`src/rtl/immed_gen_pipe_if.sv`:
```
// Valid/ready bus for the immediate generator: an instruction/tag request
// side and a decoded immediate response side.
interface immed_gen_pipe_if #(
  parameter int XLEN  = 32,
  parameter int TAG_W = 32
);
  logic             in_valid;
  logic             in_ready;
  logic [31:0]      in_ir;
  logic [TAG_W-1:0] in_tag;
  logic             out_valid;
  logic             out_ready;
  logic [XLEN-1:0]  out_imm;
  logic [2:0]       out_fmt;
  logic             out_illegal;
  logic [TAG_W-1:0] out_tag;

  modport master (
    output in_valid, in_ir, in_tag, out_ready,
    input  in_ready, out_valid, out_imm, out_fmt, out_illegal, out_tag
  );

  modport slave (
    input  in_valid, in_ir, in_tag, out_ready,
    output in_ready, out_valid, out_imm, out_fmt, out_illegal, out_tag
  );
endinterface

```
`src/rtl/immed_gen_pipe.sv`:
```
// Decode-stage immediate generator with a one-cycle output register and a
// one-entry skid buffer so back-pressure never costs throughput.
module immed_gen_pipe #(
  parameter int XLEN  = 32,
  parameter int TAG_W = 32
) (
  input  logic            clk,
  input  logic            rst,
  input  logic            flush,
  immed_gen_pipe_if.slave bus
);

  typedef enum logic [2:0] {
    FMT_NONE  = 3'd0,
    FMT_I     = 3'd1,
    FMT_S     = 3'd2,
    FMT_B     = 3'd3,
    FMT_U     = 3'd4,
    FMT_J     = 3'd5,
    FMT_SHAMT = 3'd6
  } fmt_e;

  typedef enum logic [1:0] {EMPTY, ONE, FULL} state_e;

  typedef struct packed {
    logic [XLEN-1:0]  imm;
    fmt_e             fmt;
    logic             illegal;
    logic [TAG_W-1:0] tag;
  } entry_t;

  function automatic logic [XLEN-1:0] sext32(input logic [31:0] v);
    logic [XLEN-1:0] r;
    r       = {XLEN{v[31]}};
    r[31:0] = v;
    return r;
  endfunction

  state_e      state, state_n;
  entry_t      out_q, out_n;
  entry_t      skid_q, skid_n;
  entry_t      dec;
  logic [31:0] ir;
  logic [2:0]  f3;
  logic        shift_f3;

  assign ir       = bus.in_ir;
  assign f3       = ir[14:12];
  assign shift_f3 = (f3 == 3'b001) || (f3 == 3'b101);

  // Every legal opcode ends in 2'b11, so a bad ir[1:0] lands in the default.
  always_comb begin
    // NOTE: every combinational output gets a default first so no path can infer a latch.
    dec     = '0;
    dec.tag = bus.in_tag;
    case (ir[6:0])
      7'b0110111, 7'b0010111: begin
        dec.fmt = FMT_U;
        dec.imm = sext32({ir[31:12], 12'b0});
      end
      7'b1101111: begin
        dec.fmt = FMT_J;
        dec.imm = sext32({{11{ir[31]}}, ir[31], ir[19:12], ir[20], ir[30:21], 1'b0});
      end
      7'b1100011: begin
        dec.fmt = FMT_B;
        dec.imm = sext32({{19{ir[31]}}, ir[31], ir[7], ir[30:25], ir[11:8], 1'b0});
      end
      7'b0100011: begin
        dec.fmt = FMT_S;
        dec.imm = sext32({{20{ir[31]}}, ir[31:25], ir[11:7]});
      end
      7'b0000011, 7'b1100111, 7'b0001111, 7'b1110011: begin
        dec.fmt = FMT_I;
        dec.imm = sext32({{20{ir[31]}}, ir[31:20]});
      end
      7'b0010011: begin
        if (!shift_f3) begin
          dec.fmt = FMT_I;
          dec.imm = sext32({{20{ir[31]}}, ir[31:20]});
        end else if (XLEN == 32 && ir[25]) begin
          dec.illegal = 1'b1;
        end else begin
          dec.fmt      = FMT_SHAMT;
          dec.imm[5:0] = {(XLEN == 64) ? ir[25] : 1'b0, ir[24:20]};
        end
      end
      7'b0011011: begin
        if (XLEN != 64) begin
          dec.illegal = 1'b1;
        end else if (shift_f3) begin
          dec.fmt      = FMT_SHAMT;
          dec.imm[4:0] = ir[24:20];
        end else begin
          dec.fmt = FMT_I;
          dec.imm = sext32({{20{ir[31]}}, ir[31:20]});
        end
      end
      7'b0110011: ;
      7'b0111011: dec.illegal = (XLEN != 64);
      default:    dec.illegal = 1'b1;
    endcase
  end

  always_comb begin
    state_n = state;
    out_n   = out_q;
    skid_n  = skid_q;
    if (flush) begin
      state_n = EMPTY;
      out_n   = '0;
      skid_n  = '0;
    end else begin
      case (state)
        EMPTY: if (bus.in_valid) begin
          out_n   = dec;
          state_n = ONE;
        end
        ONE: begin
          if (bus.in_valid && bus.out_ready) begin
            out_n = dec;
          end else if (bus.in_valid) begin
            skid_n  = dec;
            state_n = FULL;
          end else if (bus.out_ready) begin
            state_n = EMPTY;
          end
        end
        FULL: if (bus.out_ready) begin
          out_n   = skid_q;
          state_n = ONE;
        end
        default: state_n = EMPTY;
      endcase
    end
  end

  // NOTE: sequential state uses non-blocking assignments so all registers update together.
  always_ff @(posedge clk or posedge rst) begin
    if (rst) begin
      state  <= EMPTY;
      out_q  <= '0;
      skid_q <= '0;
    end else begin
      state  <= state_n;
      out_q  <= out_n;
      skid_q <= skid_n;
    end
  end

  assign bus.in_ready    = (state != FULL);
  assign bus.out_valid   = (state != EMPTY);
  assign bus.out_imm     = out_q.imm;
  assign bus.out_fmt     = out_q.fmt;
  assign bus.out_illegal = out_q.illegal;
  assign bus.out_tag     = out_q.tag;

endmodule

```
`src/flat_wrapper.sv`:
```
// flat-port wrapper written by rule: the top's interface ports become plain ports
module immed_gen_pipe_flat 
#(
  parameter int XLEN  = 32,
  parameter int TAG_W = 32
)
  (clk, rst, flush, bus_in_valid, bus_in_ir, bus_in_tag, bus_out_ready, bus_in_ready, bus_out_valid, bus_out_imm, bus_out_fmt, bus_out_illegal, bus_out_tag);
  immed_gen_pipe_if #(.XLEN(XLEN), .TAG_W(TAG_W)) bus_i ();
  input  logic clk;
  input  logic rst;
  input  logic flush;
  input wire logic [$bits(bus_i.in_valid)-1:0] bus_in_valid;
  input wire logic [$bits(bus_i.in_ir)-1:0] bus_in_ir;
  input wire logic [$bits(bus_i.in_tag)-1:0] bus_in_tag;
  input wire logic [$bits(bus_i.out_ready)-1:0] bus_out_ready;
  output wire logic [$bits(bus_i.in_ready)-1:0] bus_in_ready;
  output wire logic [$bits(bus_i.out_valid)-1:0] bus_out_valid;
  output wire logic [$bits(bus_i.out_imm)-1:0] bus_out_imm;
  output wire logic [$bits(bus_i.out_fmt)-1:0] bus_out_fmt;
  output wire logic [$bits(bus_i.out_illegal)-1:0] bus_out_illegal;
  output wire logic [$bits(bus_i.out_tag)-1:0] bus_out_tag;
  assign bus_i.in_valid = bus_in_valid;
  assign bus_i.in_ir = bus_in_ir;
  assign bus_i.in_tag = bus_in_tag;
  assign bus_i.out_ready = bus_out_ready;
  assign bus_in_ready = bus_i.in_ready;
  assign bus_out_valid = bus_i.out_valid;
  assign bus_out_imm = bus_i.out_imm;
  assign bus_out_fmt = bus_i.out_fmt;
  assign bus_out_illegal = bus_i.out_illegal;
  assign bus_out_tag = bus_i.out_tag;
  immed_gen_pipe #(.XLEN(XLEN), .TAG_W(TAG_W)) u_core (.clk(clk), .rst(rst), .flush(flush), .bus(bus_i));
endmodule
```
`config.mk`:
```
export PLATFORM = sky130hd
export DESIGN_NAME = immed_gen_pipe_flat
export DESIGN_NICKNAME = d
export VERILOG_FILES = /design/src/rtl/immed_gen_pipe_if.sv /design/src/rtl/immed_gen_pipe.sv /design/src/flat_wrapper.sv
export SDC_FILE = /design/constraint.sdc
export NUM_CORES = 1
export LEC_CHECK = 0
export ABC_AREA = 1
export BUFFER_PORTS_ARGS = -buffer_cell sky130_fd_sc_hd__buf_2
export CAP_MARGIN = 5
export CORE_MARGIN = 10
export CORE_UTILIZATION = 40
export DETAILED_ROUTE_END_ITERATION = 12
export GPL_ROUTABILITY_DRIVEN = 0
export HOLD_SLACK_MARGIN = 0.12
export SETUP_SLACK_MARGIN = 0.15
export SLEW_MARGIN = 10
export SYNTH_ARGS = -nofsm -noshare
export SYNTH_HDL_FRONTEND = slang
export SYNTH_SLANG_ARGS = --single-unit
```
`constraint.sdc`:
```
create_clock -name clk -period 9.2 [get_ports clk]
set_input_delay 1.84 -clock clk [delete_from_list [all_inputs] [get_ports clk]]
set_output_delay 1.84 -clock clk [all_outputs]
set_load 0.01 [all_outputs]
```
Word-level counts from Yosys, hierarchy flattened
Index checks and enable logic that the tools add are counted.
W data, S select, Z words.
{"block": "word_totals", "elab_cells": 66, "input_bits": 69, "romBits": 0, "mem_count": 0, "latch_bits": 0, "output_inout_bits": 70, "reg_bits": 138, "mem_bits_rw": 0}
{"block": "classes", "muxes": 22, "n_eq_ne": 22, "reduce_logical": 13, "order_cmp": 0, "shifts": 0, "multipliers": 0, "bitwise_logic": 0, "div_mod_pow": 0, "add_sub_neg": 0}
{"operator": "$mux W68", "count": 7}
{"operator": "$pmux W35 S6", "count": 1}
{"operator": "$pmux W68 S3", "count": 1}
{"operator": "$eq A7 B7 Y1 const B", "count": 4}
{"operator": "$mux W26", "count": 1}
{"operator": "$eq A7 B6 Y1 const B", "count": 3}
{"operator": "$eq A7 B5 Y1 const B", "count": 2}
{"operator": "$mux W2", "count": 6}
{"operator": "$reduce_or A10 Y1", "count": 1}
{"operator": "$mux W9", "count": 1}
{"operator": "$ne A3 B3 Y1 const B", "count": 3}
{"operator": "$mux W8", "count": 1}
{"operator": "$reduce_and A4 Y1", "count": 2}
{"operator": "$eq A7 B2 Y1 const B", "count": 1}
{"operator": "$eq A7 B4 Y1 const B", "count": 1}
{"operator": "$pmux W2 S3", "count": 1}
{"operator": "$reduce_bool A2 Y1", "count": 3}
{"operator": "$ne A2 B2 Y1 const B", "count": 2}
{"operator": "$ne A4 B4 Y1 const B", "count": 1}
{"operator": "$reduce_bool A4 Y1", "count": 1}
{"operator": "$reduce_or A4 Y1", "count": 1}
{"operator": "$eq A3 B1 Y1 const B", "count": 1}
{"operator": "$eq A3 B3 Y1 const B", "count": 1}
{"operator": "$ne A3 B2 Y1 const B", "count": 1}
{"operator": "other kinds (9)", "count": 10}

Logic depth before layout (Yosys ltp)
Gate-level depths: netlist of run 1.
{"block": "depth", "word_depth": 8, "depth_mapped": 12, "ltp_nobuf": 12}

Least setup slack after synthesis of run 1
No wires, ideal clock.
{"block": "synth_timing", "path_type": "flip-flop to output port", "from": "register u_core.state[0]", "to": "output port bus_in_ready", "required_time_ns": 7.360, "path_buffers": 1, "arrival_time_ns": 1.090, "path_slack_ns": 6.270, "stages_incl_launch_ff": 5, "cell_sequence": "dfrtp_1 -> inv_1 -> ha_1 -> inv_2 -> clkbuf_1"}
{"block": "synth_between", "elab_chain_len": 1}
{"element": "from (decl)", "line": "immed_gen_pipe.sv:39", "source": "state_e state, state_n;"}
{"element": "from (signal assigned)", "line": "immed_gen_pipe.sv:145", "source": "state <= state_n;"}
{"element": "$ne A2 B2 Y1", "line": "immed_gen_pipe.sv:151", "source": "assign bus.in_ready = (state != FULL);"}
{"element": "to (decl)", "line": "flat_wrapper.sv:16", "source": "output wire logic [$bits(bus_i.in_ready)-1:0] bus_in_ready;"}
Every way passes these cells.

Worst setup path in the final report of run 1
Same ends and word-level chain as after synthesis.

==> results.py, run 1 <==
metrics = {
    "min_path": {
        "holdPathStages": 2,
        "hold_path.startpoint": "u_core.bus.out_imm[18]",
        "min_to": "u_core.bus.out_imm[18]",
        "hp-class": "flop to flop",
    },
    "timing": {
        "rsz0062_at_grt": "no",
        "fmax_mhz": 266,
        "finalSetupViolations": 0,
        "finalHoldViolCount": 0,
        "worst_slew_pin_slew_ns": 1.14,
        "fin_crit_ns": 3.76,
        "fin_skew_ns": 0.00633,
        "whs_ns": 0.471,
        "tns_ns": 0,
        "slew_violations": 0,
        "fin_crit_sh": 0.409,
        "max-slew-margin-rel": 0.239,
    },
    "clock_tree": {
        "clockRootBuffer": "clkbuf_16",
        "cts.sinks": 138,
        "numCtsBuffers": 17,
        "clk_pin_slew_ns": 0.06,
        "htreeDepth": 4,
        "cts-resized-gates": 0,
        "hold_buffers": 0,
        "insertion_delay_ns": 0.41,
        "clock_path_buffers": 2,
        "cts_setup_buffers": 0,
        "cts_tree": "done",
    },
    "die": {
        "die_h_um": 149,
        "die-area_mm2": 0.0223,
        "io_pins": 139,
        "die_width_um": 149,
        "num_rows": 47,
        "coreArea_mm2": 0.0165,
        "initial_utilization": 0.407,
    },
    "setup_path": {
        "cp_slowest_cell": "inv_2",
        "end_kind": "output port",
        "arrival_ns": 1.92,
        "reg2reg_from": "u_core.state[0]",
        "r2r_cells": 10,
        "critPathBufInv": 3,
        "crit_required_ns": 7.36,
        "cp-startpoint": "u_core.state[0]",
        "cpPeakStageDelay_ns": 0.59,
        "worstPathMaxFanout": 44,
        "rr_endpoint": "u_core.bus.out_fmt[2]",
        "worstSetupPathType": "flop to output port",
        "r2r_setup_slack_ns": 6.12,
        "critical_path.top_delay_family": "buffers and inverters",
        "start_kind": "flop",
        "crit_chain": "inv_1 > ha_2 > inv_2 > buf_2",
    },
    "grt": {
        "antenna_found_initial": 0,
        "grt_pass1_vias": 5886,
        "grt_usage": 0.164,
        "grt_start_max_net_pins": 96,
        "grt_pass1_wl_um": 29700,
        "grt_overflow": 0,
    },
    "detailed_routing": {
        "drt-initial-drc-count": 316,
        "drcViolationCount": 0,
        "via_per_inst": 4.81,
        "wirelength_um": 18100,
        "ant_nets": 0,
        "firstDrtPassIters": 4,
        "vias": 5920,
        "routedWlPerCell_um": 14.7,
    },
    "synthesis": {
        "synth_warnings": 0,
        "yosysUniqueCellTypes": 27,
        "synth.avg_cell_area_um2": 7.56,
        "ys_ff_latch": 138,
        "syn_inst": 886,
        "yosys.area.top_type": "dfrtp_1",
        "ys_top_cells_by_area": "dfrtp_1 (52%), nand2_1 (19%), o21ai_0 (8.3%)",
        "synth_top_area_frac": 0.516,
        "synth_fp_nets": 959,
        "seq_area_frac_synth": 0.516,
        "syn_area_mm2": 0.00669,
    },
    "place": {
        "placedInstanceArea_mm2": 0.00746,
        "port-buffer-count": 138,
        "dp_hpwl_um": 11800,
    },
    "pwr": {
        "combPwrFrac": 0.258,
        "seq_power_share": 0.395,
        "ir_worst_vdd_mv": 0.135,
        "leakagePower_nw": 4.42,
        "power.share.clock": 0.348,
        "netSwitchingFraction": 0.335,
        "p_sw_uw": 647,
        "internal_power_mw": 1.28,
        "p_per_area_mw_per_mm2": 240,
    },
    "outcome": {
        "status": "finished clean",
    },
    "layout": {
        "final_common_cell": "nand2_1",
        "antennaDiodeCount": 0,
        "drive_gt1_frac": 0.184,
        "fill_cells": 1677,
        "final_area_mm2": 0.00804,
        "syn2layout_area_growth_pct": 20.0,
        "nNetsFinal": 1073,
        "final_cell_mix": "nand2_1 (340), buf_2 (138), dfrtp_1 (138)",
    },
    "job": {
        "max_cap_violations": 0,
    },
}
power by group through the flow:
| stage | combinational (mW) | sequential [mW] | clock, mW |
|---|---|---|---|
| 2_1_floorplan | 0.279 | 0.811 | 0 |
| 3_3_place_gp | 0.506 | 0.773 | 0 |
| 3_5_place_dp | 0.513 | 0.773 | 0 |
| 4_1_cts | 0.515 | 0.763 | 0.686 |
| 5_1_grt | 0.572 | 0.773 | 0.715 |
| 6_report | 0.498 | 0.762 | 0.671 |
layout make-up:
| type | count | area (um^2) | area share |
|---|---|---|---|
| Clock inverter | 11 | 120 | 0.0149 |
| Multi-Input combinational cell | 602 | 2630 | 0.327 |
| Tap cell | 220 | 275 | 0.0343 |
| Inverter | 98 | 373 | 0.0464 |
| Sequential cell | 138 | 3450 | 0.430 |
| Clock buffer | 20 | 457 | 0.0568 |
| Timing Repair Buffer | 143 | 728 | 0.0906 |
kinds of logic after synthesis:
group           Yosys count  synth area share
fa+ha+maj                 4           0.00748
simple gates            432             0.257
compound gates          165             0.127
buf+inv                 146            0.0918
xor+xnor                  1           0.00131
flops                   138             0.516
routing by layer:
layer | vias up | part of all wire | GRT usage
met5 | - | 0 | 0
met4 | 0 | 0.012 | 0.0505
met2 | 158 | 0.45 | 0.258
met3 | 15 | 0.069 | 0.0510
met1 | 2728 | 0.47 | 0.212
li1 | 3019 | - | -
worst max-delay path by stage:
stage | end | slack, ns | depth (start not counted)
3_3_place_gp | u_core.bus.out_fmt[1] | 5.48 | 8
2_1_floorplan | u_core.bus.out_fmt[0] | 3.66 | 1
6_report | bus_in_ready | 5.44 | 4
3_5_place_dp | u_core.bus.out_fmt[2] | 5.41 | 8
5_1_grt | bus_in_ready | 5.30 | 4
4_1_cts | bus_in_ready | 5.40 | 4
Yosys cell counts:
| master | count |
|---|---|
| a21oi_1 | 29 |
| o21ai_1 | 13 |
| ha_1 | 4 |
| nor2_2 | 1 |
| buf_4 | 8 |
| nand3b_1 | 1 |
| xnor2_1 | 1 |
| nand3_2 | 1 |
| a22o_1 | 2 |
| nand4_1 | 4 |
| inv_2 | 6 |
| nand3_1 | 49 |
| a22oi_1 | 1 |
| dfrtp_1 | 138 |
| nand2_1 | 340 |
| nor3_1 | 1 |
| nor2_4 | 1 |
| buf_2 | 17 |
| inv_1 | 92 |
| o211ai_1 | 1 |
| nand2_2 | 2 |
| o22ai_1 | 8 |
| buf_1 | 4 |
| nor2_1 | 32 |
| clkbuf_1 | 17 |
| o21ai_0 | 111 |
| buf_6 | 2 |
worst reg2reg max path, stage by stage (launching register included):
cell and delay [ns]:
dfrtp_1 0.37, inv_1 0.08, ha_2 0.19, inv_2 0.59, o22ai_1 0.19, nand2_1 0.13
nand3_2 0.48, buf_4 0.54, nor2_1 0.18, o21ai_0 0.09, o21ai_0 0.16
state kept, by name, indices dropped and copies added, names as in the netlist:
signal / count
u_core.skid_q: 68
u_core.bus.out_imm: 32
u_core.state: 2
u_core.bus.out_illegal: 1
u_core.bus.out_tag: 32
u_core.bus.out_fmt: 3
per-stage QoR:
step           cells  worst slack [ns]  power (mW)  utilization
6_report        1232              5.44        1.93        0.488
5_1_grt         1232              5.30        2.06        0.488
4_1_cts         1232              5.40        1.97        0.488
3_5_place_dp    1201              5.41        1.29        0.453
3_3_place_gp    1201              5.48        1.28        0.453
2_1_floorplan    886              3.66        1.09            -
Note: power is estimated with default switching activity, not from simulation.
==> run 2, diff against run 1 <==
- clock period: 9.2 -> 3.8 ns (I/O delays scaled with it)
==> run 2 against run 1 <==
Register-to-register slack worse by 4.7 ns. Worst hold slack worse by 0.16 ns. Largest cell class unchanged. Largest power group unchanged. Clock power grew to 2.5 times the previous value. Critical path depth is 1 higher. Total power is 150% higher.
==> results.py, run 2 (synthesis results as in run 1) <==
metrics = {
    "outcome": {
        "status": "finished clean",
    },
    "detailed_routing": {
        "drt-initial-drc-count": 356,
        "routedWlPerCell_um": 14.6,
        "via_per_inst": 4.84,
        "drcViolationCount": 0,
        "ant_nets": 0,
        "wirelength_um": 18100,
        "vias": 5993,
        "firstDrtPassIters": 6,
    },
    "place": {
        "port-buffer-count": 138,
        "placedInstanceArea_mm2": 0.00755,
        "dp_hpwl_um": 12000,
    },
    "setup_path": {
        "arrival_ns": 1.77,
        "cp_slowest_cell": "buf_4",
        "crit_chain": "inv_1 > ha_4 > inv_2 > buf_4 > buf_2",
        "cpPeakStageDelay_ns": 0.41,
        "critPathBufInv": 4,
        "worstSetupPathType": "flop to output port",
        "worstPathMaxFanout": 43,
        "end_kind": "output port",
        "crit_required_ns": 3.04,
        "critical_path.top_delay_family": "buffers and inverters",
        "start_kind": "flop",
    },
    "clock_tree": {
        "hold_buffers": 0,
        "clock_path_buffers": 2,
        "numCtsBuffers": 17,
        "cts_tree": "done",
        "clockRootBuffer": "clkbuf_16",
        "clk_pin_slew_ns": 0.06,
        "htreeDepth": 4,
        "insertion_delay_ns": 0.41,
        "cts-resized-gates": 0,
        "cts_setup_buffers": 0,
        "cts.sinks": 138,
    },
    "pwr": {
        "ir_worst_vdd_mv": 0.323,
        "leakagePower_nw": 4.47,
        "p_per_area_mw_per_mm2": 588,
    },
    "timing": {
        "tns_ns": 0,
        "max-slew-margin-rel": 0.319,
        "fin_crit_ns": 2.53,
        "finalHoldViolCount": 0,
        "fin_skew_ns": 0.00808,
        "slew_violations": 0,
        "worst_slew_pin_slew_ns": 1.02,
        "fmax_mhz": 395,
        "finalSetupViolations": 0,
        "fin_crit_sh": 0.666,
        "rsz0062_at_grt": "no",
    },
    "layout": {
        "nNetsFinal": 1079,
        "fill_cells": 1698,
        "top_register": "u_core.skid_q",
        "final_area_mm2": 0.00816,
        "final_common_cell": "nand2_1",
        "syn2layout_area_growth_pct": 21.9,
        "antennaDiodeCount": 0,
        "final_cell_mix": "nand2_1 (340), buf_2 (138), dfrtp_1 (138)",
        "drive_gt1_frac": 0.189,
        "largest_reg_flops": 68,
    },
    "grt": {
        "grt_overflow": 0,
        "grt_pass1_wl_um": 30100,
        "antenna_found_initial": 1,
        "grt_pass1_vias": 5910,
        "grt_start_max_net_pins": 96,
        "grt_usage": 0.167,
    },
    "die": {
        "die-area_mm2": 0.0223,
        "num_rows": 47,
        "coreArea_mm2": 0.0165,
        "die_width_um": 149,
        "die_h_um": 149,
        "io_pins": 139,
        "initial_utilization": 0.407,
    },
    "min_path": {
        "hp-class": "primary input to async pin",
    },
    "job": {
        "max_cap_violations": 0,
    },
}
run 2: report_power, final:
| group | leakage, nW | switching [mW] | internal [mW] |
|---|---|---|---|
| registers | 1.88 | 0.126 | 1.72 |
| clock network | 0.284 | 0.632 | 1.08 |
| logic | 2.30 | 0.820 | 0.419 |
run 2: path summary, 6_finish.rpt:
path,from,end,slack (ns),cells after the start
hold / removal,rst,u_core.skid_q[7],0.31,2
hold reg to reg,u_core.bus.out_imm[2],u_core.bus.out_imm[2],0.47,2
max in group asynchronous,rst,u_core.skid_q[17],2.83,3
min in group clk,u_core.bus.out_imm[2],u_core.bus.out_imm[2],0.47,2
setup reg to reg,u_core.state[1],u_core.skid_q[60],1.42,9
setup / recovery,u_core.state[0],bus_in_ready,1.27,5
run 2: metal layers:
layer | global-route usage | share of wire | vias up
met5 | 0 | 0.00072 | -
met4 | 0.0461 | 0.010 | 2
met3 | 0.0473 | 0.067 | 14
met2 | 0.267 | 0.47 | 163
met1 | 0.217 | 0.45 | 2792
li1 | - | - | 3022
run 2: final cells by class:
class                   instances  area (um^2)  share of cell area
flip-flops and latches        138         3450               0.423
multi-input cells             602         2640               0.323
repair buffers                149          811              0.0993
clock buffers                  21          470              0.0576
inverters                      98          372              0.0455
well taps                     220          275              0.0337
clock inverters                10          141              0.0173
run 2: metrics by stage:
stage | hold slack (ns) | worst slack (ns) | power [mW] | util | std cells
after detailed placement | 0.461 | 1.23 | 3.14 | 0.459 | 1207
after global placement | 0.460 | 1.26 | 3.13 | 0.459 | 1207
after global routing | 0.317 | 1.17 | 5.12 | 0.496 | 1238
after CTS | 0.303 | 1.25 | 4.86 | 0.496 | 1238
final | 0.312 | 1.27 | 4.80 | 0.496 | 1238
after floorplan | 0.450 | 1.32 | 2.64 | - | 886
==> run 3, diff against run 2 <==
- ABC_AREA: 1 -> 0
- clock period: 3.8 -> 2.62 ns (I/O delays scaled with it)
==> run 3 against run 2 <==
Largest power group is now the clock network. Cell count shrank 22%. Worst hold slack gained 0.034 ns. Synthesized cell count shrank 31%. Via count shrank 5.4%. Sequential power grew 28%. Design area grew 1.8%. Sequential share of layout area shrank 0.76 points. Highest routed layer unchanged. Die area is essentially flat. Critical path depth grew 3.
==> results.py, run 3 <==
metrics = {
    "timing": {
        "slew_violations": 0,
        "rsz0062_at_grt": "no",
        "finalSetupViolations": 0,
        "finalHoldViolCount": 0,
        "fin_crit_sh": 0.875,
        "fmax_mhz": 436,
        "max-slew-margin-rel": 0.384,
        "worst_slew_pin_slew_ns": 0.921,
        "fin_crit_ns": 2.29,
        "tns_ns": 0,
        "fin_skew_ns": 0.00838,
    },
    "clock_tree": {
        "htreeDepth": 4,
        "cts_setup_buffers": 0,
        "insertion_delay_ns": 0.41,
        "clockRootBuffer": "clkbuf_16",
        "clock_path_buffers": 2,
        "clk_pin_slew_ns": 0.06,
        "cts.sinks": 138,
        "numCtsBuffers": 17,
        "cts_tree": "done",
    },
    "synthesis": {
        "ys_ff_latch": 138,
        "synth.avg_cell_area_um2": 10.9,
        "synth_common_cells": "dfrtp_1 (138), nand2_1 (65), o21ai_0 (43), a22o_1 (40), mux2i_1 (38)",
        "synth_fp_nets": 687,
        "synth_top_area_frac": 0.516,
        "ys_top_cells_by_area": "dfrtp_1 (52%), mux2i_1 (5.7%), a22o_1 (5.2%)",
        "synthArstFlopShare": 1.00,
        "ys.flop_type": "dfrtp_1",
        "synth_warnings": 0,
        "synth_edf_count": 0,
        "seq_area_frac_synth": 0.516,
        "yosysUniqueCellTypes": 66,
        "yosys.area.top_type": "dfrtp_1",
        "syn_area_mm2": 0.00669,
        "syn_inst": 614,
        "synth.most_common_cell": "dfrtp_1",
    },
    "place": {
        "dp_hpwl_um": 13800,
        "port-buffer-count": 138,
        "dp.cells": 938,
    },
    "die": {
        "coreArea_mm2": 0.0165,
        "initial_utilization": 0.406,
        "die_width_um": 149,
        "io_pins": 139,
        "die-area_mm2": 0.0223,
        "die_h_um": 149,
        "num_rows": 47,
    },
    "detailed_routing": {
        "vias": 5670,
        "firstDrtPassIters": 5,
        "ant_nets": 0,
        "via_per_inst": 5.85,
        "drt-initial-drc-count": 360,
        "drcViolationCount": 0,
        "wirelength_um": 20500,
        "routedWlPerCell_um": 21.1,
    },
    "pwr": {
        "p_per_area_mw_per_mm2": 716,
        "leakagePower_nw": 3.92,
        "ir_worst_vdd_mv": 0.504,
    },
    "layout": {
        "antennaDiodeCount": 0,
        "final_cell_mix": "buf_2 (138), dfrtp_1 (138), nand2_1 (65)",
        "nNetsFinal": 811,
        "post-route-util": 0.505,
        "syn2layout_area_growth_pct": 24.2,
        "largest_reg_flops": 68,
        "drive_gt1_frac": 0.299,
        "final_cells": 970,
        "top_register": "u_core.skid_q",
    },
    "outcome": {
        "status": "finished clean",
    },
    "min_path": {
        "hp-class": "primary input to flop",
    },
    "grt": {
        "grt_usage": 0.185,
        "antenna_found_initial": 2,
        "grt_start_max_net_pins": 66,
        "grt_overflow": 0,
        "grt_pass1_vias": 6119,
        "grt_pass1_wl_um": 32900,
    },
    "setup_path": {
        "crit_required_ns": 2.90,
        "worstPathMaxFanout": 18,
        "critPathBufInv": 3,
        "critical_path.top_delay_family": "buffers and inverters",
        "start_kind": "flop",
        "end_kind": "flop",
        "crit_chain": "inv_1 > ha_1 > or2_2 > a21oi_2 > or2_2 > buf_4 > buf_4 > o21ai_0",
        "worstSetupPathType": "flop to flop",
        "cpPeakStageDelay_ns": 0.40,
        "cp_slowest_cell": "dfrtp_1",
        "arrival_ns": 2.57,
    },
    "job": {
        "max_cap_violations": 0,
    },
}
run 3: cell types whose count changed in the layout (fill, tap and decap cells not counted), moves of 11 or more:
| cell | previous run | this run |
|---|---|---|
| nand3_1 | 49 | 5 |
| a32oi_1 | 0 | 11 |
| o21ai_0 | 111 | 43 |
| nand2_1 | 340 | 65 |
| a22o_1 | 2 | 40 |
| o31a_1 | 0 | 11 |
| mux2i_1 | 0 | 38 |
| inv_1 | 91 | 7 |
| o21ai_1 | 13 | 0 |
| a221o_1 | 0 | 25 |
run 3: path summary, 6_finish.rpt:
check                                            start                     end  slack (ns)  cells after the start
worst max-delay path                   u_core.state[0]  u_core.bus.out_tag[16]        0.33                      8
worst min-delay path                    bus_in_tag[24]       u_core.skid_q[24]        0.35                      2
worst max register to register         u_core.state[0]  u_core.bus.out_tag[16]        0.33                      8
worst min register to register  u_core.bus.out_tag[12]  u_core.bus.out_tag[12]        0.47                      2
max in group asynchronous                          rst   u_core.bus.out_imm[6]        1.43                      4
min in group asynchronous                          rst       u_core.skid_q[20]        0.59                      3
run 3: layout make-up:
type                       instances  area, um^2
clock buffer                      23         448
clock inverter                     8         169
fill                            1549        8150
inverter                           9        37.5
multi-input combinational        414        3000
sequential                       138        3450
tap                              220         275
timing repair buffer             158         931
run 3: power by group:
part / switching, mW / total [mW] / internal, mW / leakage (nW)
clock: 0.873 / 2.56 / 1.68 / 0.299
combinational: 0.663 / 1.04 / 0.376 / 1.72
sequential: 0.0777 / 2.35 / 2.27 / 1.90
run 3: per-layer routing:
metal | part of all wire | global-route usage | up-vias
met5 | 0.00068 | 0 | -
met4 | 0.015 | 0.0613 | 4
met3 | 0.078 | 0.0570 | 30
met2 | 0.49 | 0.305 | 213
met1 | 0.41 | 0.225 | 2848
li1 | - | - | 2575
run 3: per-stage QoR:
step	setup slack, ns	area, um^2	power, mW	hold WS, ns
floorplan	0.375	6700	2.98	0.445
global placement	0.124	7680	3.39	0.456
detailed placement	-0.0152	7680	3.43	0.463
CTS	0.183	8310	6.01	0.329
global route	0.156	8310	6.22	0.322
finish	0.328	8310	5.95	0.345
run 3: cell families after synthesis:
logic type,share of synthesized area
buffers and inverters,0.0436
flip-flops,0.516
AO/OA/AOI/OAI,0.257
AND/OR/NAND/NOR,0.117
multiplexers,0.0568
adder cells (fa/ha/maj),0.00748
XOR/XNOR,0.00131
run 3: timing repair:
action	4_1_cts	5_1_grt
hold endpoints to repair	3	0
gates resized for setup	0	2
endpoints found under the setup margin	0	29
hold buffers	1	0
